File: config.mk
export PLATFORM = sky130hd
export DESIGN_NAME = vga_timing_gen
export DESIGN_NICKNAME = d
export VERILOG_FILES = /design/src/rtl/vga_timing_gen.sv
export SDC_FILE = /design/constraint.sdc
export NUM_CORES = 1
export LEC_CHECK = 0
export CORE_UTILIZATION = 40
export DETAILED_ROUTE_END_ITERATION = 8
export HOLD_SLACK_MARGIN = 0.15
export PLACE_DENSITY = 0.65
export SETUP_SLACK_MARGIN = 0.15
export SLEW_MARGIN = 20
export SYNTH_ARGS = -nofsm -noshare
export SYNTH_HDL_FRONTEND = slang
export SYNTH_SLANG_ARGS = --single-unit
File: constraint.sdc
create_clock -name CLOCK25 -period 5.62 [get_ports CLOCK25]
set_input_delay 1.124 -clock CLOCK25 [delete_from_list [all_inputs] [get_ports CLOCK25]]
set_output_delay 1.124 -clock CLOCK25 [all_outputs]
set_load 0.1 [all_outputs]
File: src/rtl/vga_timing_gen.sv
// VGA raster timing generator: h/v counters feed a registered pixel-request
// stage, a sync/visible flag stage, and a registered pin stage 2 cycles later.
module vga_timing_gen #(
  parameter int H_ACTIVE = 640,
  parameter int H_FP     = 16,
  parameter int H_SYNC   = 96,
  parameter int H_BP     = 48,
  parameter int V_ACTIVE = 480,
  parameter int V_FP     = 10,
  parameter int V_SYNC   = 2,
  parameter int V_BP     = 33
) (
  input  logic        CLOCK25,
  input  logic        RESETN,
  input  logic        PLLLOCKED,
  output logic        REQ,
  output logic [9:0]  XPOS,
  output logic [9:0]  YPOS,
  input  logic [23:0] RGBIN,
  output logic        VGA_HS,
  output logic        VGA_VS,
  output logic        VGA_BLANKN,
  output logic [7:0]  VGA_R,
  output logic [7:0]  VGA_G,
  output logic [7:0]  VGA_B,
  output logic        FRAMESTART
);

  localparam logic [9:0] H_LAST = 10'(H_ACTIVE + H_FP + H_SYNC + H_BP - 1);
  localparam logic [9:0] V_LAST = 10'(V_ACTIVE + V_FP + V_SYNC + V_BP - 1);
  localparam logic [9:0] H_VIS  = 10'(H_ACTIVE);
  localparam logic [9:0] V_VIS  = 10'(V_ACTIVE);
  localparam logic [9:0] H_SS   = 10'(H_ACTIVE + H_FP);
  localparam logic [9:0] H_SE   = 10'(H_ACTIVE + H_FP + H_SYNC);
  localparam logic [9:0] V_SS   = 10'(V_ACTIVE + V_FP);
  localparam logic [9:0] V_SE   = 10'(V_ACTIVE + V_FP + V_SYNC);

  typedef enum logic {S_HOLD, S_RUN} state_t;

  state_t     r_state;
  logic [9:0] r_hcnt, r_vcnt;
  logic [9:0] w_hnext, w_vnext;
  logic       w_vis, w_hsync, w_vsync;
  logic       r_hs0_n, r_vs0_n, r_hs1_n, r_vs1_n, r_vis1;

  // Leaving S_HOLD always restarts the raster at (0,0).
  always_comb begin
    w_hnext = '0;
    w_vnext = '0;
    if (r_state == S_RUN) begin
      if (r_hcnt == H_LAST) begin
        w_hnext = '0;
        w_vnext = (r_vcnt == V_LAST) ? '0 : r_vcnt + 10'd1;
      end else begin
        w_hnext = r_hcnt + 10'd1;
        w_vnext = r_vcnt;
      end
    end
  end

  assign w_vis   = (w_hnext < H_VIS) && (w_vnext < V_VIS);
  assign w_hsync = (w_hnext >= H_SS) && (w_hnext < H_SE);
  assign w_vsync = (w_vnext >= V_SS) && (w_vnext < V_SE);

  always_ff @(posedge CLOCK25 or negedge RESETN) begin
    if (!RESETN) begin
      r_state    <= S_HOLD;
      r_hcnt     <= '0;
      r_vcnt     <= '0;
      REQ        <= 1'b0;
      XPOS       <= '0;
      YPOS       <= '0;
      FRAMESTART <= 1'b0;
      r_hs0_n    <= 1'b1;
      r_vs0_n    <= 1'b1;
      r_hs1_n    <= 1'b1;
      r_vs1_n    <= 1'b1;
      r_vis1     <= 1'b0;
      VGA_HS     <= 1'b1;
      VGA_VS     <= 1'b1;
      VGA_BLANKN <= 1'b0;
      VGA_R      <= '0;
      VGA_G      <= '0;
      VGA_B      <= '0;
    end else if (!PLLLOCKED) begin
      // Counters hold; every pipeline stage is flushed so nothing stale survives relock.
      r_state    <= S_HOLD;
      REQ        <= 1'b0;
      XPOS       <= '0;
      YPOS       <= '0;
      FRAMESTART <= 1'b0;
      r_hs0_n    <= 1'b1;
      r_vs0_n    <= 1'b1;
      r_hs1_n    <= 1'b1;
      r_vs1_n    <= 1'b1;
      r_vis1     <= 1'b0;
      VGA_HS     <= 1'b1;
      VGA_VS     <= 1'b1;
      VGA_BLANKN <= 1'b0;
      VGA_R      <= '0;
      VGA_G      <= '0;
      VGA_B      <= '0;
    end else begin
      r_state    <= S_RUN;
      r_hcnt     <= w_hnext;
      r_vcnt     <= w_vnext;
      REQ        <= w_vis;
      XPOS       <= w_vis ? w_hnext : '0;
      YPOS       <= w_vis ? w_vnext : '0;
      FRAMESTART <= (w_hnext == '0) && (w_vnext == '0);
      r_hs0_n    <= ~w_hsync;
      r_vs0_n    <= ~w_vsync;
      r_hs1_n    <= r_hs0_n;
      r_vs1_n    <= r_vs0_n;
      r_vis1     <= REQ;
      VGA_HS     <= r_hs1_n;
      VGA_VS     <= r_vs1_n;
      VGA_BLANKN <= r_vis1;
      {VGA_R, VGA_G, VGA_B} <= r_vis1 ? RGBIN : '0;
    end
  end

endmodule

=== After elaboration in Yosys (flattened, before gate mapping) ===
Index checks and enable logic that the tools add are counted.

* Input port bits: 27
* Flip-flop bits (word level): 75
* Output and inout bits: 49

* Multiplexer cells: 24
* $lt $le $gt $ge: 6
* Reductions and logical operators: 6
* Bitwise gates (word level): 2
* Eq/ne operators: 2
* Add/subtract/negate cells: 2

{| class="wikitable"
|+ Operators with widths
! operator !! count
|-
| $mux W10 || 9
|-
| $mux W24 || 1
|-
| $mux W8 || 3
|-
| $add A10 B1 Y10 const B || 2
|-
| $eq A10 B10 Y1 const B || 2
|-
| $logic_not A10 Y1 || 2
|-
| $lt A10 B10 Y1 const B || 2
|-
| $lt A10 B9 Y1 const B || 2
|-
| $mux W1 || 11
|-
| $ge A10 B10 Y1 const B || 1
|-
| $ge A10 B9 Y1 const B || 1
|-
| $logic_and A1 B1 Y1 || 4
|-
| $not A1 Y1 || 2
|}

=== Logic depth before layout (Yosys ltp) ===
* Depth after elaboration: 8
* Depth in mapped cells: 10
* Gate-level depth less buffers: 8

=== Least setup slack after synthesis ===
OpenSTA, ideal clock, no wires.

* Path kind: in2reg
* From: input port PLLLOCKED
* To: register FRAMESTART
* Path slack: 3110 ps
* Required time: 5525 ps
* Cell stages on the path: 5
* Path buffers: 1
* Arrival: 2415 ps
* Path through: clkbuf_1 -> inv_1 -> nor4b_2 -> or4b_1 -> nor4b_2

* Longest elaborated chain between the ends: 1

{| class="wikitable"
|+ Ends and longest elaborated chain
! what !! RTL line !! text
|-
| start: declaration || 15 || <nowiki>input logic PLLLOCKED,</nowiki>
|-
| $mux W1 || 85 || <nowiki>end else if (!PLLLOCKED) begin</nowiki>
|-
| end signal: assignment || 110 || <nowiki>FRAMESTART <= (w_hnext == '0) && (w_vnext == '0);</nowiki>
|-
| end: declaration || 26 || <nowiki>output logic FRAMESTART</nowiki>
|}

No other way between the ends.
A chain may end at the register's enable or synchronous reset.

=== Final worst setup path ===
* From: register r_hcnt[0]
* To: register XPOS[4]

* Longest elaborated chain between the ends: 7
* Elaborated cells on any way between the ends: 11
* Those cells by class: add/sub (1); order compare (2); eq/ne (1); mux (6); reduce/logical (1)

{| class="wikitable"
|+ Ends and longest elaborated chain
! what !! RTL line !! text
|-
| start: declaration || 41 || <nowiki>logic [9:0] r_hcnt, r_vcnt;</nowiki>
|-
| start signal: assignment || 105 || <nowiki>r_hcnt <= w_hnext;</nowiki>
|-
| $add A10 B1 Y10 / $eq A10 B10 Y1 (equally long branches) || 55, 51 ||
|-
| $mux W10 || 51 || <nowiki>if (r_hcnt == H_LAST) begin</nowiki>
|-
| $mux W10 || 50 || <nowiki>if (r_state == S_RUN) begin</nowiki>
|-
| $lt A10 B10 Y1 / $lt A10 B9 Y1 (equally long branches) || 61 || <nowiki>assign w_vis = (w_hnext < H_VIS) && (w_vnext < V_VIS);</nowiki>
|-
| $logic_and A1 B1 Y1 || 61 ||
|-
| $mux W10 * || 108 || <nowiki>XPOS <= w_vis ? w_hnext : '0;</nowiki>
|-
| $mux W10 * || 85 ||
|-
| end signal: assignment || 108 ||
|-
| end: declaration || 17 || <nowiki>output logic [9:0] XPOS,</nowiki>
|}

Mark *: on every way between the ends. The rest lies on a longest branch, timed or not.

==> impl_metrics.prom <==
# TYPE chip_impl_metric gauge
chip_impl_metric{name="synth_enable_flop_cells",unit=""} 0
chip_impl_metric{name="die-height",unit="um"} 95.6
chip_impl_metric{name="top_achievable_clock_speed",unit="GHz"} 0.307
chip_impl_metric{name="final_critical_path_setup_slack",unit="ns"} 2.36
chip_impl_metric{name="fin_crit_sh",unit=""} 0.580
chip_impl_metric{name="final.fill_count",unit=""} 757
chip_impl_metric{name="syn_nets",unit=""} 357
chip_impl_metric{name="placeableCoreArea",unit="sq um"} 8340
chip_impl_metric{name="globalplace.congestion",unit=""} 0.884
chip_impl_metric{name="irDropWorstVdd",unit="mV"} 0.123
chip_impl_info{name="cp-startpoint",value="r_hcnt[0]"} 1
chip_impl_metric{name="htree_num_levels",unit=""} 3
chip_impl_metric{name="total_power_density_per_cell_area",unit="nW/um^2"} 254
chip_impl_metric{name="route.detailed.vias_per_inst",unit=""} 5.49
chip_impl_metric{name="ys_seq_area_frac",unit=""} 0.537
chip_impl_info{name="post_synth_main_area_contributors",value="sky130_fd_sc_hd__dfrtp_1, sky130_fd_sc_hd__dfstp_2, sky130_fd_sc_hd__and3_1, sky130_fd_sc_hd__xnor2_1, sky130_fd_sc_hd__nand2_1"} 1
chip_impl_metric{name="multi_input_area",unit="sq um"} 1490
chip_impl_metric{name="grt_antenna_before_repair",unit=""} 0
chip_impl_metric{name="detailedRoute.firstPassIterationCount",unit=""} 4
chip_impl_metric{name="cellInternalPower",unit="uW"} 842
chip_impl_metric{name="clock_latency",unit="ns"} 0.33
chip_impl_metric{name="dpl.hpwl",unit="um"} 5650
chip_impl_metric{name="initial_core_util",unit=""} 0.420
chip_impl_metric{name="post_synth_instance_area",unit="sq um"} 3510
chip_impl_metric{name="grt_start_max_net_pins",unit=""} 76
chip_impl_info{name="result_of_the_run",value="finished clean"} 1
chip_impl_info{name="timing.critical_path.to",value="XPOS[4]"} 1
chip_impl_metric{name="share_comb_of_total_power",unit=""} 0.118
chip_impl_metric{name="totalNegativeSetupSlack",unit="ns"} 0
chip_impl_metric{name="global_route.usage.total",unit=""} 0.192
chip_impl_metric{name="insertedDiodeCount",unit=""} 0
chip_impl_metric{name="drt-wirelength-per-cell",unit="um"} 16.3
chip_impl_metric{name="first_global_vias",unit=""} 2559
chip_impl_metric{name="power.leakage",unit="uW"} 0.00186
chip_impl_metric{name="antenna_left",unit=""} 0
chip_impl_metric{name="maximum_count_of_clock_buffers_along_a_single_path",unit=""} 2
chip_impl_metric{name="fraction_of_layout_instances_using_a_drive_strength_above_1",unit=""} 0.109
chip_impl_metric{name="drt_drc_violations_left",unit=""} 0
chip_impl_metric{name="report.final.hold_viol_count",unit=""} 0
chip_impl_metric{name="place_ws",unit="ns"} 2.21
chip_impl_info{name="cts.root.buffer_cell",value="sky130_fd_sc_hd__clkbuf_8"} 1
chip_impl_metric{name="final_core_util",unit=""} 0.541
chip_impl_metric{name="port_buffers",unit=""} 75
chip_impl_metric{name="clockPowerShare",unit=""} 0.393
chip_impl_metric{name="drt-total-wl",unit="um"} 8150
chip_impl_metric{name="regToRegSetupSlack",unit="ns"} 2.36
chip_impl_metric{name="switching_share",unit=""} 0.266
chip_impl_metric{name="grt_overflow",unit=""} 0
chip_impl_metric{name="placementRows",unit=""} 33
chip_impl_metric{name="netlist-cell-type-count",unit=""} 55
chip_impl_metric{name="post_cts_hold_buffer_count",unit=""} 0
chip_impl_info{name="cts_tree",value="built"} 1
chip_impl_info{name="worstHoldPathType",value="flop to flop"} 1
chip_impl_metric{name="postSynthAreaPerCell",unit="sq um"} 10.7
chip_impl_metric{name="post-route-cell-area",unit="sq um"} 4510
chip_impl_info{name="rsz0062_at_grt",value="false"} 1
chip_impl_metric{name="clkTransAtPathRegs",unit="ns"} 0.08
chip_impl_info{name="reg2reg_to",value="XPOS[4]"} 1
chip_impl_metric{name="period_minus_slack",unit="ns"} 3.26
chip_impl_metric{name="cts_resized",unit=""} 0
chip_impl_metric{name="area_growth_syn_to_layout",unit="%"} 28.6
chip_impl_metric{name="synth_warnings",unit=""} 0
chip_impl_metric{name="timing.critical_path.fanout_max",unit=""} 19
chip_impl_metric{name="max_slew.worst_pin.slew",unit="ns"} 0.997
chip_impl_info{name="end_kind",value="flop"} 1
chip_impl_metric{name="post-cts-setup-buffers",unit=""} 0
chip_impl_metric{name="arrival",unit="ns"} 3.43
chip_impl_metric{name="fraction_of_post_synthesis_cell_area_in_the_top_cell_type_by_area",unit=""} 0.492
chip_impl_metric{name="synth_async_sr_flop_share",unit=""} 1.00
chip_impl_metric{name="syn_inst",unit=""} 327
chip_impl_metric{name="cts.sinks",unit=""} 75
chip_impl_info{name="netlist.top_cell.by_area",value="sky130_fd_sc_hd__dfrtp_1"} 1
chip_impl_metric{name="drc_violation_total_after_the_first_tritonroute_iteration",unit=""} 132
chip_impl_info{name="ys.flop_type",value="sky130_fd_sc_hd__dfrtp_1"} 1
chip_impl_metric{name="share_seq_of_total_power",unit=""} 0.489
chip_impl_metric{name="worst_clock_skew",unit="ns"} 0.0109
chip_impl_metric{name="top_level_ports",unit=""} 76
chip_impl_metric{name="timing.final.setup_violations",unit=""} 0
chip_impl_metric{name="vias",unit=""} 2752
chip_impl_metric{name="layout.nets",unit=""} 421
chip_impl_info{name="crit_path_start_kind",value="flop"} 1
chip_impl_metric{name="placement.cell_area",unit="sq um"} 4300
chip_impl_metric{name="r2r.worst_path.cells",unit=""} 7
chip_impl_metric{name="max-slew-margin-rel",unit=""} 0.333
chip_impl_metric{name="cp_data_required_time",unit="ns"} 5.79
chip_impl_metric{name="die_width",unit="um"} 95.6
chip_impl_metric{name="numCtsBuffers",unit=""} 9
chip_impl_metric{name="synth-seq-cells",unit=""} 75
chip_impl_metric{name="area.sequential",unit="sq um"} 1880
chip_impl_metric{name="fp.dieArea",unit="sq um"} 9150
chip_impl_metric{name="grt_pass1_wl",unit="um"} 13200
chip_impl_metric{name="power.net_switching",unit="uW"} 305
chip_impl_info{name="regToRegStartpoint",value="r_hcnt[0]"} 1
chip_impl_metric{name="max_cap_violations",unit=""} 0
chip_impl_metric{name="slew_limit_fails",unit=""} 0
chip_impl_info{name="critical_path_class",value="flop to flop"} 1
## cell usage in the layout, fill, tap and decap left out, drive strengths merged, types with 8 or more instances in the layout
cell type and n:
clkdlybuf4s50 74, dfrtp 69, nand2 27, and3 25, o21ai 17, xnor2 14, nand3 14, nor4 13
nor3 11, nor2 10, clkbuf 10, a21oi 9, o31ai 9, inv 8
## power groups by stage
| stage | clock [uW] | combinational (uW) | sequential, uW |
|---|---|---|---|
| after global placement | 0 | 136 | 570 |
| after detailed placement | 0 | 136 | 571 |
| after global routing | 492 | 144 | 562 |
| after floorplan | 0 | 33.4 | 621 |
| after CTS | 461 | 137 | 560 |
| final | 451 | 135 | 560 |
## cells by family after synthesis
group	after synthesis	synth area share
AOI/OAI and AO/OA	53	0.104
xor gates and xnor gates	17	0.0425
adders and majority gates	3	0.0107
buffers and inverters	31	0.0392
DFF	75	0.537
muxes	7	0.0218
other	1	0.00107
and+or+nand+nor	140	0.243
## layout make-up
cell class / count / share of cell area
Clock buffer: 10 / 0.0283
Clock inverter: 6 / 0.0194
Tap cell: 105 / 0.0291
Multi-Input combinational cell: 221 / 0.331
Inverter: 7 / 0.00582
Timing Repair Buffer: 77 / 0.169
Sequential cell: 75 / 0.418
## worst min path at each step
stage	startpoint	to	slack, ns	cells past startpoint
CTS	r_hs1_n	VGA_HS	0.49	1
global placement	REQ	r_vis1	0.46	1
global route	r_hs0_n	r_hs1_n	0.50	1
finish	r_hs1_n	VGA_HS	0.49	1
floorplan	r_hs1_n	VGA_HS	0.47	1
detailed placement	r_hs1_n	VGA_HS	0.48	1
## registers in the layout, summed over array words and instances, names as in the netlist, 8 cells and up
register,flops
VGA_B,8
VGA_G,8
VGA_R,8
XPOS,10
YPOS,10
r_hcnt,10
r_vcnt,10
## synth_stat cells (3+ instances only)
| library cell | instances |
|---|---|
| sky130_fd_sc_hd__nor3b_1 | 6 |
| sky130_fd_sc_hd__and3_1 | 25 |
| sky130_fd_sc_hd__o21ai_0 | 16 |
| sky130_fd_sc_hd__nand2b_1 | 5 |
| sky130_fd_sc_hd__nor2_1 | 10 |
| sky130_fd_sc_hd__dfstp_2 | 6 |
| sky130_fd_sc_hd__nand4_1 | 4 |
| sky130_fd_sc_hd__o31ai_1 | 8 |
| sky130_fd_sc_hd__clkbuf_1 | 13 |
| sky130_fd_sc_hd__buf_4 | 3 |
| sky130_fd_sc_hd__and2_1 | 4 |
| sky130_fd_sc_hd__xnor2_1 | 14 |
| sky130_fd_sc_hd__inv_1 | 7 |
| sky130_fd_sc_hd__buf_2 | 8 |
| sky130_fd_sc_hd__mux2_2 | 5 |
| sky130_fd_sc_hd__xor2_1 | 3 |
| sky130_fd_sc_hd__ha_1 | 3 |
| sky130_fd_sc_hd__nor4b_1 | 3 |
| sky130_fd_sc_hd__dfrtp_1 | 69 |
| sky130_fd_sc_hd__nor3_1 | 9 |
| sky130_fd_sc_hd__a21oi_1 | 9 |
| sky130_fd_sc_hd__nor4_1 | 12 |
| sky130_fd_sc_hd__nand3_1 | 13 |
| sky130_fd_sc_hd__nand2_1 | 27 |
## routing by layer
| metal | wire length (um) | share of wire | global-route usage | vias to the layer above |
|---|---|---|---|---|
| li1 | - | - | - | 1320 |
| met1 | 3750 | 0.46 | 0.269 | 1317 |
| met5 | 0 | 0 | 0 | - |
| met2 | 3690 | 0.45 | 0.289 | 109 |
| met4 | 78 | 0.0096 | 0.0833 | 0 |
| met3 | 625 | 0.077 | 0.0359 | 6 |
## worst max-delay path, stage by stage, from the launching register on
cell and delay, ns:
sky130_fd_sc_hd__dfrtp_1 0.47, sky130_fd_sc_hd__ha_1 0.38, sky130_fd_sc_hd__and4_1 0.46, sky130_fd_sc_hd__nand3_2 0.25, sky130_fd_sc_hd__nor4b_1 0.50, sky130_fd_sc_hd__xnor2_1 0.16, sky130_fd_sc_hd__o211ai_2 0.72, sky130_fd_sc_hd__nor3_1 0.14
## stage by stage
stage | std cells | hold slack, ns | total power [uW]
2_1_floorplan | 327 | 0.468 | 655
5_1_grt | 501 | 0.501 | 1200
6_report | 501 | 0.485 | 1150
4_1_cts | 501 | 0.487 | 1160
3_5_place_dp | 485 | 0.475 | 707
3_3_place_gp | 485 | 0.465 | 707
Note: power is estimated with default switching activity, not from simulation.
